==> src/rtl/sn194_seq_ctrl.sv <==
// Command sequencer driving the mode, serial and parallel pins of an SN74LS194 register.
// Optional result capture from the register outputs is enabled with macro SN194_CAPTURE_EN.
module sn194_seq_ctrl #(
  parameter int CNT_W = 4
) (
  input  logic             CLK,
  input  logic             CLR,
  input  logic             CMD_VALID,
  output logic             CMD_READY,
  input  logic [1:0]       CMD_OP,
  input  logic [3:0]       CMD_DATA,
  input  logic [CNT_W-1:0] CMD_COUNT,
  input  logic             ABORT,
  output logic             S1,
  output logic             S0,
  output logic             SR,
  output logic             SL,
  output logic             A,
  output logic             B,
  output logic             C,
  output logic             D,
  output logic             BUSY,
  output logic             DONE,
  output logic             ABORTED
`ifdef SN194_CAPTURE_EN
  ,
  input  logic             QA,
  input  logic             QB,
  input  logic             QC,
  input  logic             QD,
  output logic [3:0]       RESULT,
  output logic             RESULT_VALID
`endif
);

  typedef enum logic [0:0] {IDLE = 1'b0, RUN = 1'b1} state_t;

  localparam logic [CNT_W-1:0] CNT_ONE  = {{(CNT_W-1){1'b0}}, 1'b1};
  localparam logic [CNT_W-1:0] CNT_ZERO = {CNT_W{1'b0}};

  state_t           state_r, state_s;
  logic [1:0]       op_r, op_s;
  logic [3:0]       data_r, data_s;
  logic [CNT_W-1:0] cnt_r, cnt_s;
  logic [1:0]       k_r, k_s;
  logic [7:0]       pins_r, pins_s;
  logic             ready_r, ready_s;
  logic             busy_r, busy_s;
  logic             done_r, done_s;
  logic             aborted_r, aborted_s;

  // Pin pattern {S1,S0,SR,SL,A,B,C,D} for step k; shifts feed DATA so that QA..QD ends as DATA[3:0].
  function automatic logic [7:0] step_pins(input logic [1:0] op, input logic [3:0] data,
                                           input logic [1:0] k);
    logic [7:0] p;
    logic [1:0] idx;
    p = {op, 6'b000000};
    idx = 2'd3 - k;
    case (op)
      2'b01:   p[5] = data[k];
      2'b10:   p[4] = data[idx];
      2'b11:   p[3:0] = data;
      default: p[5:0] = 6'b000000;
    endcase
    return p;
  endfunction

  // Next-state and next-output logic.
  always_comb begin
    state_s   = state_r;
    op_s      = op_r;
    data_s    = data_r;
    cnt_s     = cnt_r;
    k_s       = k_r;
    pins_s    = 8'h00;
    ready_s   = 1'b1;
    busy_s    = 1'b0;
    done_s    = 1'b0;
    aborted_s = 1'b0;
    case (state_r)
      IDLE: begin
        if (CMD_VALID && ready_r) begin
          if (CMD_COUNT == CNT_ZERO) begin
            done_s = 1'b1;
          end else begin
            state_s = RUN;
            op_s    = CMD_OP;
            data_s  = CMD_DATA;
            cnt_s   = CMD_COUNT;
            k_s     = 2'd0;
            pins_s  = step_pins(CMD_OP, CMD_DATA, 2'd0);
            ready_s = 1'b0;
            busy_s  = 1'b1;
          end
        end else begin
          state_s = IDLE;
        end
      end
      RUN: begin
        // The current step is already on the pins, so abort still lets it complete.
        if (ABORT || (cnt_r == CNT_ONE)) begin
          state_s   = IDLE;
          cnt_s     = CNT_ZERO;
          done_s    = 1'b1;
          aborted_s = ABORT;
        end else begin
          cnt_s   = cnt_r - CNT_ONE;
          k_s     = k_r + 2'd1;
          pins_s  = step_pins(op_r, data_r, k_s);
          ready_s = 1'b0;
          busy_s  = 1'b1;
        end
      end
      default: begin
        state_s = IDLE;
        cnt_s   = CNT_ZERO;
      end
    endcase
  end

  // State and registered outputs.
  always_ff @(posedge CLK or negedge CLR) begin
    if (!CLR) begin
      state_r   <= IDLE;
      op_r      <= 2'b00;
      data_r    <= 4'h0;
      cnt_r     <= CNT_ZERO;
      k_r       <= 2'd0;
      pins_r    <= 8'h00;
      ready_r   <= 1'b1;
      busy_r    <= 1'b0;
      done_r    <= 1'b0;
      aborted_r <= 1'b0;
    end else begin
      state_r   <= state_s;
      op_r      <= op_s;
      data_r    <= data_s;
      cnt_r     <= cnt_s;
      k_r       <= k_s;
      pins_r    <= pins_s;
      ready_r   <= ready_s;
      busy_r    <= busy_s;
      done_r    <= done_s;
      aborted_r <= aborted_s;
    end
  end

  assign {S1, S0, SR, SL, A, B, C, D} = pins_r;
  assign CMD_READY = ready_r;
  assign BUSY      = busy_r;
  assign DONE      = done_r;
  assign ABORTED   = aborted_r;

`ifdef SN194_CAPTURE_EN
  logic [3:0] result_r;
  logic       result_valid_r;

  // Mode is hold during the DONE cycle, so the register already shows its final state.
  always_ff @(posedge CLK or negedge CLR) begin
    if (!CLR) begin
      result_r       <= 4'h0;
      result_valid_r <= 1'b0;
    end else begin
      result_valid_r <= done_r;
      if (done_r) begin
        result_r <= {QA, QB, QC, QD};
      end else begin
        result_r <= result_r;
      end
    end
  end

  assign RESULT       = result_r;
  assign RESULT_VALID = result_valid_r;
`endif

endmodule
==> config.mk <==
export PLATFORM = sky130hd
export DESIGN_NAME = sn194_seq_ctrl
export DESIGN_NICKNAME = d
export VERILOG_FILES = /design/src/rtl/sn194_seq_ctrl.sv
export SDC_FILE = /design/constraint.sdc
export NUM_CORES = 1
export LEC_CHECK = 0
export CELL_PAD_IN_SITES_DETAIL_PLACEMENT = 1
export CELL_PAD_IN_SITES_GLOBAL_PLACEMENT = 2
export CORE_MARGIN = 4
export CORE_UTILIZATION = 42
export CTS_BUF_LIST = sky130_fd_sc_hd__clkbuf_4
export CTS_CLUSTER_SIZE = 40
export DETAILED_ROUTE_END_ITERATION = 10
export DONT_BUFFER_PORTS = 1
export PLACE_DENSITY = 0.9
export REMOVE_ABC_BUFFERS = 1
export SYNTH_ARGS = -nofsm -noshare
export SYNTH_HDL_FRONTEND = slang
export SYNTH_SLANG_ARGS = --single-unit
==> constraint.sdc <==
create_clock -name CLK -period 2.4 [get_ports CLK]
set_input_delay 0.48 -clock CLK [delete_from_list [all_inputs] [get_ports CLK]]
set_output_delay 0.48 -clock CLK [all_outputs]
set_load 0.02 [all_outputs]
; Word-level counts from Yosys, hierarchy flattened
; Index checks and enable logic that the tools add are counted.
[word_totals]
ff_bits = 24
wordCells = 66
[op_classes]
addsub = 3
magnitude_cmp = 2
n_eq_ne = 10
n_mux = 34
n_bitwise = 2
n_reduce_logical = 6
[op_table]
columns = cell, count
row1 = 8-bit 2-to-1 mux, 3
row2 = 4-bit 2-to-1 mux, 5
row3 = 8-bit one-hot mux with 2 select lines, 1
row4 = 1-bit 2-to-1 mux, 15
row5 = "2-bit == test, second input constant", 4
row6 = 4-bit one-hot mux with 2 select lines, 1
row7 = "2-bit by 3-bit < comparator with 1-bit output, second input constant", 2
row8 = 2-bit 2-to-1 mux, 3
row9 = "2-bit != test, second input constant", 3
row10 = 1-bit one-hot mux with 2 select lines, 3
row11 = 3-bit AND reduction, 2
row12 = 1-bit binary-select mux with 2-bit select, 2
row13 = "2-bit by 1-bit == test with 1-bit output, second input constant", 2
row14 = "4-bit by 1-bit == test with 1-bit output, second input constant", 1
row15 = 4-bit zero test, 1
row16 = 2-bit one-hot mux with 2 select lines, 1
row17 = "4-bit by 1-bit subtractor with 4-bit output, second input constant", 1
row18 = "2-bit by 1-bit adder with 2-bit output, second input constant", 1
row19 = 1-bit inverter, 2
row20 = 2-bit AND reduction, 1
row21 = "2-bit subtractor, first input constant", 1
row22 = 1-bit logical AND, 1
row23 = 1-bit logical OR, 1

; Longest topological paths before layout
; Gate-level depths: netlist of the first run.
[logic_depth]
word_depth = 7
ltp_mapped = 7

; Least setup slack after synthesis of the first run
; OpenSTA, ideal clock, no wires.
[synth_timing]
path_type = reg-to-reg
startpoint = register cnt_r[1]
endpoint = register pins_r[0]
setup_time_ns = 0.121
arrival_time_ns = 1.561
required_ns = 2.279
slack_ns = 0.718
path_stages_with_launch = 8
n_path_buf = 2
period_less_slack_ns = 1.682
path_cell_list = dfrtp_1 inv_1 ha_1 or3b_1 buf_2 and3_4 buf_6 a32o_2
[synth_between]
elab_chain_cells = 4
[synth_lines]
columns = element, line_no
row1 = "start, declared", 44  ; logic [CNT_W-1:0] cnt_r, cnt_s;
row2 = "start signal, assigned", 138  ; cnt_r <= cnt_s;
row3 = 4-bit by 1-bit == test with 1-bit output, 101  ; if (ABORT || (cnt_r == CNT_ONE)) begin
row4 = 1-bit logical OR, 101
row5 = 8-bit 2-to-1 mux, 101
row6 = 8-bit one-hot mux with 2 select lines, 80  ; case (state_r)
row7 = via pins_s[0], 46  ; logic [7:0] pins_r, pins_s;
row8 = "end signal, assigned", 140  ; pins_r <= pins_s;
row9 = "end, declared", 46
; The timed path passes the listed nets, and every way through them passes these cells.
; A chain may end at the register's enable or synchronous reset.

==> flow_summary_export.csv, run 1 <==
group,metric,value,unit
run_status,status,"finished, final reports clean",
logic_synthesis,yosysUniqueCellTypes,40,
clocking,hold_buffers,1,
floorplanning,start_util,0.456,
clocking,clkLatencyLatePin,0.33,ns
setup_path,critical_path_class,"reg -> reg",
finish,mostFrequentLayoutCells,"23 x dfrtp_1, 8 x inv_1, 5 x mux2_2",
worst_hold_path,hold_path_class,"in -> reg",
timing,finalHoldViolations,0,
drt,wl,2480,um
timing,fmax,561,MHz
logic_synthesis,synth-edff-count,0,
floorplanning,fp.dieH,60.8,um
power,irDropWorstVdd,628,uV
clocking,cts_max_level,1,
floorplanning,die_w,60.8,um
finish,fin_area,0.00125,mm2
power,swShare,0.377,
drt,ant_nets,0,
logic_synthesis,yosysWarnings,0,
finish,multi_input_area,522,um2
timing,slew_headroom,0.327,
placed_design,dp_hpwl,1920,um
logic_synthesis,synth_top_flop_cell,"dfrtp_1",
global_route,grt_pass1_wl,4150,um
floorplanning,io_pins,26,
placed_design,routabilityCongestion,0.892,
drt,dr.pass1.iters,5,
finish,area_delta_synth_final,7.17,%
finish,final_common_cell,"dfrtp_1",
clocking,clock_path_buffers,2,
finish,final_nets,117,
global_route,antenna_found_initial,0,
clocking,cts_tree,"yes",
timing,period_share,0.743,
logic_synthesis,syn_avg_cell_area,12.1,um2
logic_synthesis,ys_seq_elements,24,
timing,min_period,1.78,ns
power,power.density,1240,mW/mm2
logic_synthesis,netlist_area,0.00117,mm2
timing,rsz0062_at_grt,"no",
drt,vias,800,
logic_synthesis,async_flop_share,1.00,
clocking,cts_num_sinks,24,
setup_path,crit_arrival,2.01,ns
floorplanning,core_area,0.00257,mm2
logic_synthesis,synthCells,97,
drt,drc,0,
power,internal_power,0.970,mW
timing,maxSlewViolCount,0,
power,p_seq_frac,0.511,
drt,drt-vias-per-instance,6.15,
setup_path,path_max_fanout,10,
finish,drive_above_1_share,0.190,
logic_synthesis,yosysSeqAreaShare,0.514,
global_route,grt_max_degree,25,
clocking,clk_pin_slew,0.13,ns
clocking,cts_resized,0,
timing,tns,0,ns
power,leakagePower,0.557,nW
global_route,track_usage,0.160,
finish,fill_cells,287,
power,p_sw,0.587,mW
global_route,overflow,0,
timing,tightest_slew,1.01,ns
timing,finalHoldWorstSlack,0.275,ns
setup_path,worstPathRequired,2.63,ns
floorplanning,rows,18,
clocking,cts_made_buffers,3,
global_route,grt_pass1_vias,833,
finish,n_antenna_cell,0,
clocking,clock_tree.root_cell,"clkbuf_4",
power,p_total,1.56,mW
flow_run,max-cap-violations,0,
setup_path,start_kind,"register",
timing,skew,0.00234,ns
drt,wl_per_cell,19.1,um
placed_design,io_buffers,0,
power,clockPowerShare,0.189,
drt,drt-initial-drc-count,10,
placed_design,placed_area,0.00119,mm2
finish,regArea,602,um2
floorplanning,die_area,0.00369,mm2
timing,setup_viol,0,
power,combPwrFrac,0.300,
clocking,cts_setup_buffers,0,
setup_path,endpoint_kind,"register",
## power groups by stage
stage	Combinational, mW	Clock, mW	Sequential (mW)
2_1_floorplan	0.373	0	0.751
3_3_place_gp	0.441	0	0.799
3_5_place_dp	0.460	0	0.805
4_1_cts	0.473	0.303	0.797
5_1_grt	0.530	0.319	0.827
6_report	0.467	0.294	0.796
## synthesized netlist by cell type, types with 2 or more instances
cell      instances  area (um2)
dfrtp_1          23         576
inv_1             8        30.0
mux2_2            5        56.3
a32o_2            4        45.0
nand2_1           4        15.0
nor2b_1           4        25.0
nand4_1           3        18.8
nor3_1            3        15.0
o211ai_1          3        22.5
ha_1              2        25.0
mux2i_1           2        20.0
mux4_2            2        45.0
nand2b_1          2        12.5
nand3_1           2        10.0
nand3b_1          2        15.0
nor2_1            2        7.51
o21ai_0           2        10.0
o311ai_0          2        17.5
## final cells by class
cell class / count / share of cell area
sequential: 24 / 0.480
timing repair buffer: 1 / 0.00798
tap: 30 / 0.0299
clock buffer: 3 / 0.0180
multi-input combinational: 63 / 0.416
inverter: 8 / 0.0240
clock inverter: 1 / 0.0240
## path summary, 6_finish.rpt
path	startpoint	endpoint	slack, ns	cells past startpoint
worst max register to register	BUSY	data_r[1]	0.62	3
worst min register to register	op_r[0]	pins_r[4]	0.54	1
min in group asynchronous	CLR	op_r[0]	0.76	1
worst max-delay path	BUSY	data_r[1]	0.62	3
worst min-delay path	ABORT	ABORTED	0.28	1
max in group asynchronous	CLR	cnt_r[1]	1.04	1
## critical path: stages (launching register included)
cell      delay, ns
dfrtp_1        0.56
nand3b_1       0.35
nor2_2         0.38
mux2_2         0.39
## through the flow
stage / setup WS [ns] / std cells / util
floorplan: 0.831 / 95 / -
global placement: 0.628 / 125 / 0.464
detailed placement: 0.611 / 125 / 0.464
CTS: 0.601 / 130 / 0.488
global route: 0.496 / 130 / 0.488
finish: 0.617 / 130 / 0.488
## sequential cells by signal (all words and copies together), names as in the netlist
signal	flops
BUSY	1
pins_r	8
cnt_r	4
CMD_READY	1
k_r	2
op_r	2
ABORTED	1
DONE	1
data_r	4
## logic make-up after synthesis
kind of cell / share of synthesized area
buffers and inverters: 0.0396
muxes: 0.104
DFF: 0.514
adders and majority gates: 0.0214
and+or+nand+nor: 0.186
AOI/OAI and AO/OA: 0.135
## metal layers
metal	vias up	wire length [um]	track usage	share of wire
met5	-	0	0	0
met4	0	61	0.0836	0.025
met3	4	101	0.0319	0.041
met2	19	1230	0.244	0.50
met1	403	1090	0.214	0.44
li1	374	-	-	-
Power figures use the tool's default switching activity.
==> run 2, diff against run 1 <==
==> constraint.sdc (replaced) <==
create_clock -name CLK -period 1.7 [get_ports CLK]
set_input_delay 0.34 -clock CLK [delete_from_list [all_inputs] [get_ports CLK]]
set_output_delay 0.34 -clock CLK [all_outputs]
set_load 0.02 [all_outputs]
==> flow_summary_export.csv, run 2 (synthesis gave the netlist of run 1 again) <==
group,metric,value,unit
run_status,status,"finished, final reports clean",
drt,wl,2650,um
flow_run,max-cap-violations,0,
timing,tightest_slew,1.02,ns
finish,stdcell_count,136,
global_route,track_usage,0.163,
placed_design,io_buffers,0,
finish,final_nets,123,
placed_design,routabilityCongestion,0.828,
setup_path,critical_path_class,"reg -> reg",
drt,dr.pass1.iters,4,
power,p_total,2.14,mW
setup_path,cp_top_family,"simple AND/OR/NAND/NOR gates",
placed_design,dp_hpwl,2040,um
floorplanning,die_area,0.00369,mm2
global_route,overflow,0,
floorplanning,io_pins,26,
clocking,cts_max_level,1,
setup_path,start_kind,"register",
finish,largest_reg_flops,8,
global_route,grt_pass1_wl,4400,um
drt,vias,840,
finish,top_register,"pins_r",
timing,setup_viol,0,
drt,met3WireLength,75,um
setup_path,worstPathRequired,1.91,ns
drt,drc,0,
clocking,clkLatencyLatePin,0.32,ns
setup_path,crit_arrival,1.88,ns
timing,finalHoldViolations,0,
finish,multi_input_area,527,um2
timing,fmax,598,MHz
timing,worst_slack,0.0282,ns
floorplanning,start_util,0.456,
clocking,cts_tree,"yes",
clocking,clock_path_buffers,2,
clocking,cts_made_buffers,3,
floorplanning,fp.dieH,60.8,um
setup_path,worst_path_max_delay_cell,"dfrtp_1",
clocking,cts_num_sinks,24,
drt,drt-vias-per-instance,6.18,
power,power.density,1670,mW/mm2
clocking,clk_pin_slew,0.13,ns
finish,regArea,602,um2
placed_design,pre_cts_slack,0.0753,ns
global_route,grt_pass1_vias,927,
placed_design,dp_cells,131,
drt,drt-initial-drc-count,23,
global_route,antenna_found_initial,0,
timing,maxSlewViolCount,0,
setup_path,path_max_fanout,6,
timing,finalHoldWorstSlack,0.140,ns
drt,ant_nets,0,
timing,min_period,1.67,ns
timing,skew,0.00858,ns
finish,n_antenna_cell,0,
drt,met1Wirelength,1180,um
setup_path,crit_chain,"inv_1, ha_1, or3b_1, and3_4, a32o_2",
setup_path,worst-path-buf-inv,1,
finish,mostFrequentLayoutCells,"23 x dfrtp_1, 8 x inv_1, 6 x buf_4",
setup_path,crit_path_max_incr_delay,0.42,ns
floorplanning,rows,18,
clocking,cts_setup_buffers,0,
setup_path,endpoint_kind,"register",
worst_hold_path,hold_path_class,"in -> reg",
floorplanning,die_w,60.8,um
finish,area_delta_synth_final,9.20,%
clocking,clock_tree.root_cell,"clkbuf_4",
drt,wl_per_cell,19.5,um
power,leakagePower,0.578,nW
timing,slew_headroom,0.318,
drt,top_layer_used,"met4",
finish,drive_above_1_share,0.236,
global_route,grt_max_degree,25,
finish,final_common_cell,"dfrtp_1",
power,irDropWorstVdd,844,uV
timing,period_share,0.983,
floorplanning,core_area,0.00257,mm2
finish,reg_top3,"pins_r x8, cnt_r x4, data_r x4",
drt,wl_met2,1340,um
finish,fill_cells,288,
## run 2: where the power goes
group          switching (mW)  internal, mW
sequential              0.268         0.791
clock                   0.165        0.0859
combinational           0.426         0.403
total                   0.859          1.28
## run 2: worst register-to-register path: cells and delay by family, from the launching register on
family,cells,cell delay [ns]
buffers and inverters,1,0.10
AOI/OAI and AO/OA,1,0.27
DFF,1,0.42
and+or+nand+nor,2,0.62
adders and majority gates,1,0.16
## run 2: routing by layer
layer,vias up,global-route usage
li1,384,-
met3,7,0.0298
met1,431,0.210
met5,-,0
met4,0,0.0681
met2,18,0.270
## run 2: through the flow
step / util / instance area [um2] / TNS [ns]
floorplan: - / 1150 / 0
global placement: 0.481 / 1240 / 0
detailed placement: 0.481 / 1240 / 0
CTS: 0.496 / 1270 / 0
global route: 0.498 / 1280 / -0.0358
finish: 0.498 / 1280 / 0
## run 2: what timing repair did
action | in CTS | in global routing
endpoints found under the hold margin | 24 | 0
gates resized for setup | 0 | 3
hold buffers | 1 | 0
setup endpoints to repair | 0 | 6
## run 2: final timing paths
check	from	endpoint	slack, ns	cells past startpoint
max in group asynchronous	CLR	data_r[2]	0.45	1
worst min-delay path	CMD_OP[0]	pins_r[6]	0.14	1
worst min register to register	op_r[0]	pins_r[4]	0.54	1
min in group asynchronous	CLR	op_r[0]	0.63	1
worst max register to register	cnt_r[1]	pins_r[2]	0.03	5
worst max-delay path	cnt_r[1]	pins_r[2]	0.03	5
## run 2: area by class of cell
type | count | share of cell area
Sequential cell | 24 | 0.471
Multi-Input combinational cell | 63 | 0.412
Timing Repair Buffer | 7 | 0.0431
Tap cell | 30 | 0.0294
Inverter | 8 | 0.0235
Clock buffer | 3 | 0.0176
Clock inverter | 1 | 0.00294
==> run 3, diff against run 2 <==
--- a/config.mk
+++ b/config.mk
@@ -5,15 +5,15 @@
 export SDC_FILE = /design/constraint.sdc
 export NUM_CORES = 1
 export LEC_CHECK = 0
+export BUFFER_PORTS_ARGS = -buffer_cell sky130_fd_sc_hd__buf_2
 export CELL_PAD_IN_SITES_DETAIL_PLACEMENT = 1
 export CELL_PAD_IN_SITES_GLOBAL_PLACEMENT = 2
 export CORE_MARGIN = 4
-export CORE_UTILIZATION = 42
+export CORE_UTILIZATION = 36
 export CTS_BUF_LIST = sky130_fd_sc_hd__clkbuf_4
 export CTS_CLUSTER_SIZE = 40
 export DETAILED_ROUTE_END_ITERATION = 10
-export DONT_BUFFER_PORTS = 1
-export PLACE_DENSITY = 0.9
+export PLACE_DENSITY = 0.91
 export REMOVE_ABC_BUFFERS = 1
 export SYNTH_ARGS = -nofsm -noshare
 export SYNTH_HDL_FRONTEND = slang
==> flow_summary_export.csv, run 3 (synthesis gave the netlist of run 1 again) <==
group,metric,value,unit
run_status,status,"finished, final reports clean",
worst_hold_path,hold_path_class,"in -> reg",
finish,top_register,"pins_r",
setup_path,r2r_start,"cnt_r[1]",
setup_path,worstPathRequired,1.92,ns
drt,wl,2850,um
timing,maxSlewViolCount,0,
setup_path,start_kind,"register",
finish,drive_above_1_share,0.379,
drt,drc,0,
finish,n_antenna_cell,0,
finish,final_common_cell,"buf_2",
floorplanning,io_pins,26,
finish,final_util,0.462,
placed_design,routabilityCongestion,0.797,
setup_path,path_max_fanout,6,
timing,skew,0.00192,ns
clocking,clock_path_buffers,2,
timing,period_share,0.946,
global_route,overflow,0,
timing,fmax,621,MHz
setup_path,crit_path_start,"cnt_r[1]",
finish,fill_cells,350,
timing,setup_viol,0,
power,leakagePower,0.691,nW
power,power.density,1560,mW/mm2
clocking,cts_num_sinks,24,
timing,min_period,1.61,ns
clocking,clk_pin_slew,0.13,ns
setup_path,endpoint_kind,"register",
global_route,grt_max_degree,25,
finish,area_delta_synth_final,21.6,%
global_route,grt_pass1_wl,4770,um
drt,dr.pass1.iters,4,
drt,ant_nets,0,
timing,tns,0,ns
finish,final_nets,149,
placed_design,io_buffers,25,
clocking,cts_tree,"yes",
finish,largest_reg_flops,8,
clocking,cts_max_level,1,
floorplanning,die_w,65.0,um
clocking,clkLatencyLatePin,0.32,ns
clocking,cts_resized,0,
finish,mostFrequentLayoutCells,"25 x buf_2, 23 x dfrtp_1, 8 x inv_1",
floorplanning,core_area,0.00308,mm2
power,irDropWorstVdd,550,uV
timing,rsz0062_at_grt,"no",
drt,vias,933,
drt,drt-initial-drc-count,28,
flow_run,max-cap-violations,0,
finish,reg_top3,"pins_r x8, cnt_r x4, data_r x4",
global_route,grt_pass1_vias,1024,
floorplanning,rows,20,
drt,drt-vias-per-instance,5.30,
clocking,clock_tree.root_cell,"clkbuf_4",
global_route,antenna_found_initial,0,
floorplanning,start_util,0.380,
clocking,cts_made_buffers,3,
timing,finalHoldViolations,0,
drt,wl_per_cell,16.2,um
timing,tightest_slew,0.515,ns
setup_path,critical_path_class,"reg -> reg",
setup_path,crit_arrival,1.83,ns
floorplanning,die_area,0.00423,mm2
placed_design,dp_hpwl,2260,um
floorplanning,fp.dieH,65.0,um
timing,slew_headroom,0.657,
global_route,track_usage,0.146,
worst_hold_path,hp-start,"CMD_DATA[1]",
-- run 3: changes by cell type in the layout (fill, tap and decap cells not counted) --
cell and change:
o311ai_1 -2, buf_4 +1, nor3b_1 +1, buf_2 +25
o311ai_0 +2, nor3b_2 -1
-- run 3: report_power, final --
group	total, mW	leakage (nW)	switching (mW)	internal [mW]
combinational	0.960	0.371	0.505	0.455
sequential	0.994	0.305	0.204	0.791
clock	0.260	0.0154	0.174	0.0860
total	2.21	0.691	0.883	1.33
-- run 3: metrics by stage --
step,instance area [um2],hold WS (ns),setup WS (ns),total power [mW],std cells
final,1420,0.252,0.0910,2.21,176
after CTS,1420,0.248,0.0935,2.22,176
after detailed placement,1390,0.349,0.110,1.97,171
after global routing,1420,0.251,0.00325,2.38,176
after global placement,1390,0.347,0.146,1.91,171
after floorplan,1150,0.0444,0.131,1.59,95
-- run 3: worst paths after layout --
path / end / slack (ns) / cells past startpoint
hold / removal: pins_r[1] / 0.25 / 2
setup reg to reg: pins_r[0] / 0.09 / 5
max in group asynchronous: CMD_READY / 0.82 / 2
hold reg to reg: pins_r[4] / 0.56 / 1
setup / recovery: pins_r[0] / 0.09 / 5
min in group asynchronous: pins_r[6] / 0.52 / 2
-- run 3: timing repair --
action	4_1_cts	5_1_grt
endpoints found under the hold margin	23	0
hold buffers	1	0
setup buffers	0	0
-- run 3: critical path: stages (launching register included) --
cell and delay [ns]:
dfrtp_1 0.42, inv_1 0.09, ha_1 0.15, or3b_1 0.36, and3_4 0.22, a32o_2 0.27
-- run 3: per-layer routing --
| layer | wire, um | track usage | up-vias | share of wire |
|---|---|---|---|---|
| met5 | 0 | 0 | - | 0 |
| met3 | 51 | 0.0243 | 5 | 0.018 |
| li1 | - | - | 437 | - |
| met4 | 38 | 0.0580 | 0 | 0.013 |
| met2 | 1520 | 0.246 | 14 | 0.53 |
| met1 | 1240 | 0.185 | 477 | 0.44 |
-- run 3: final cells by class --
class	instances	area [um2]	share of cell area
Timing Repair Buffer	33	188	0.132
Multi-Input combinational cell	63	522	0.367
Clock buffer	3	22.5	0.0158
Tap cell	44	55.1	0.0387
Clock inverter	1	3.75	0.00264
Inverter	8	30.0	0.0211
Sequential cell	24	602	0.423
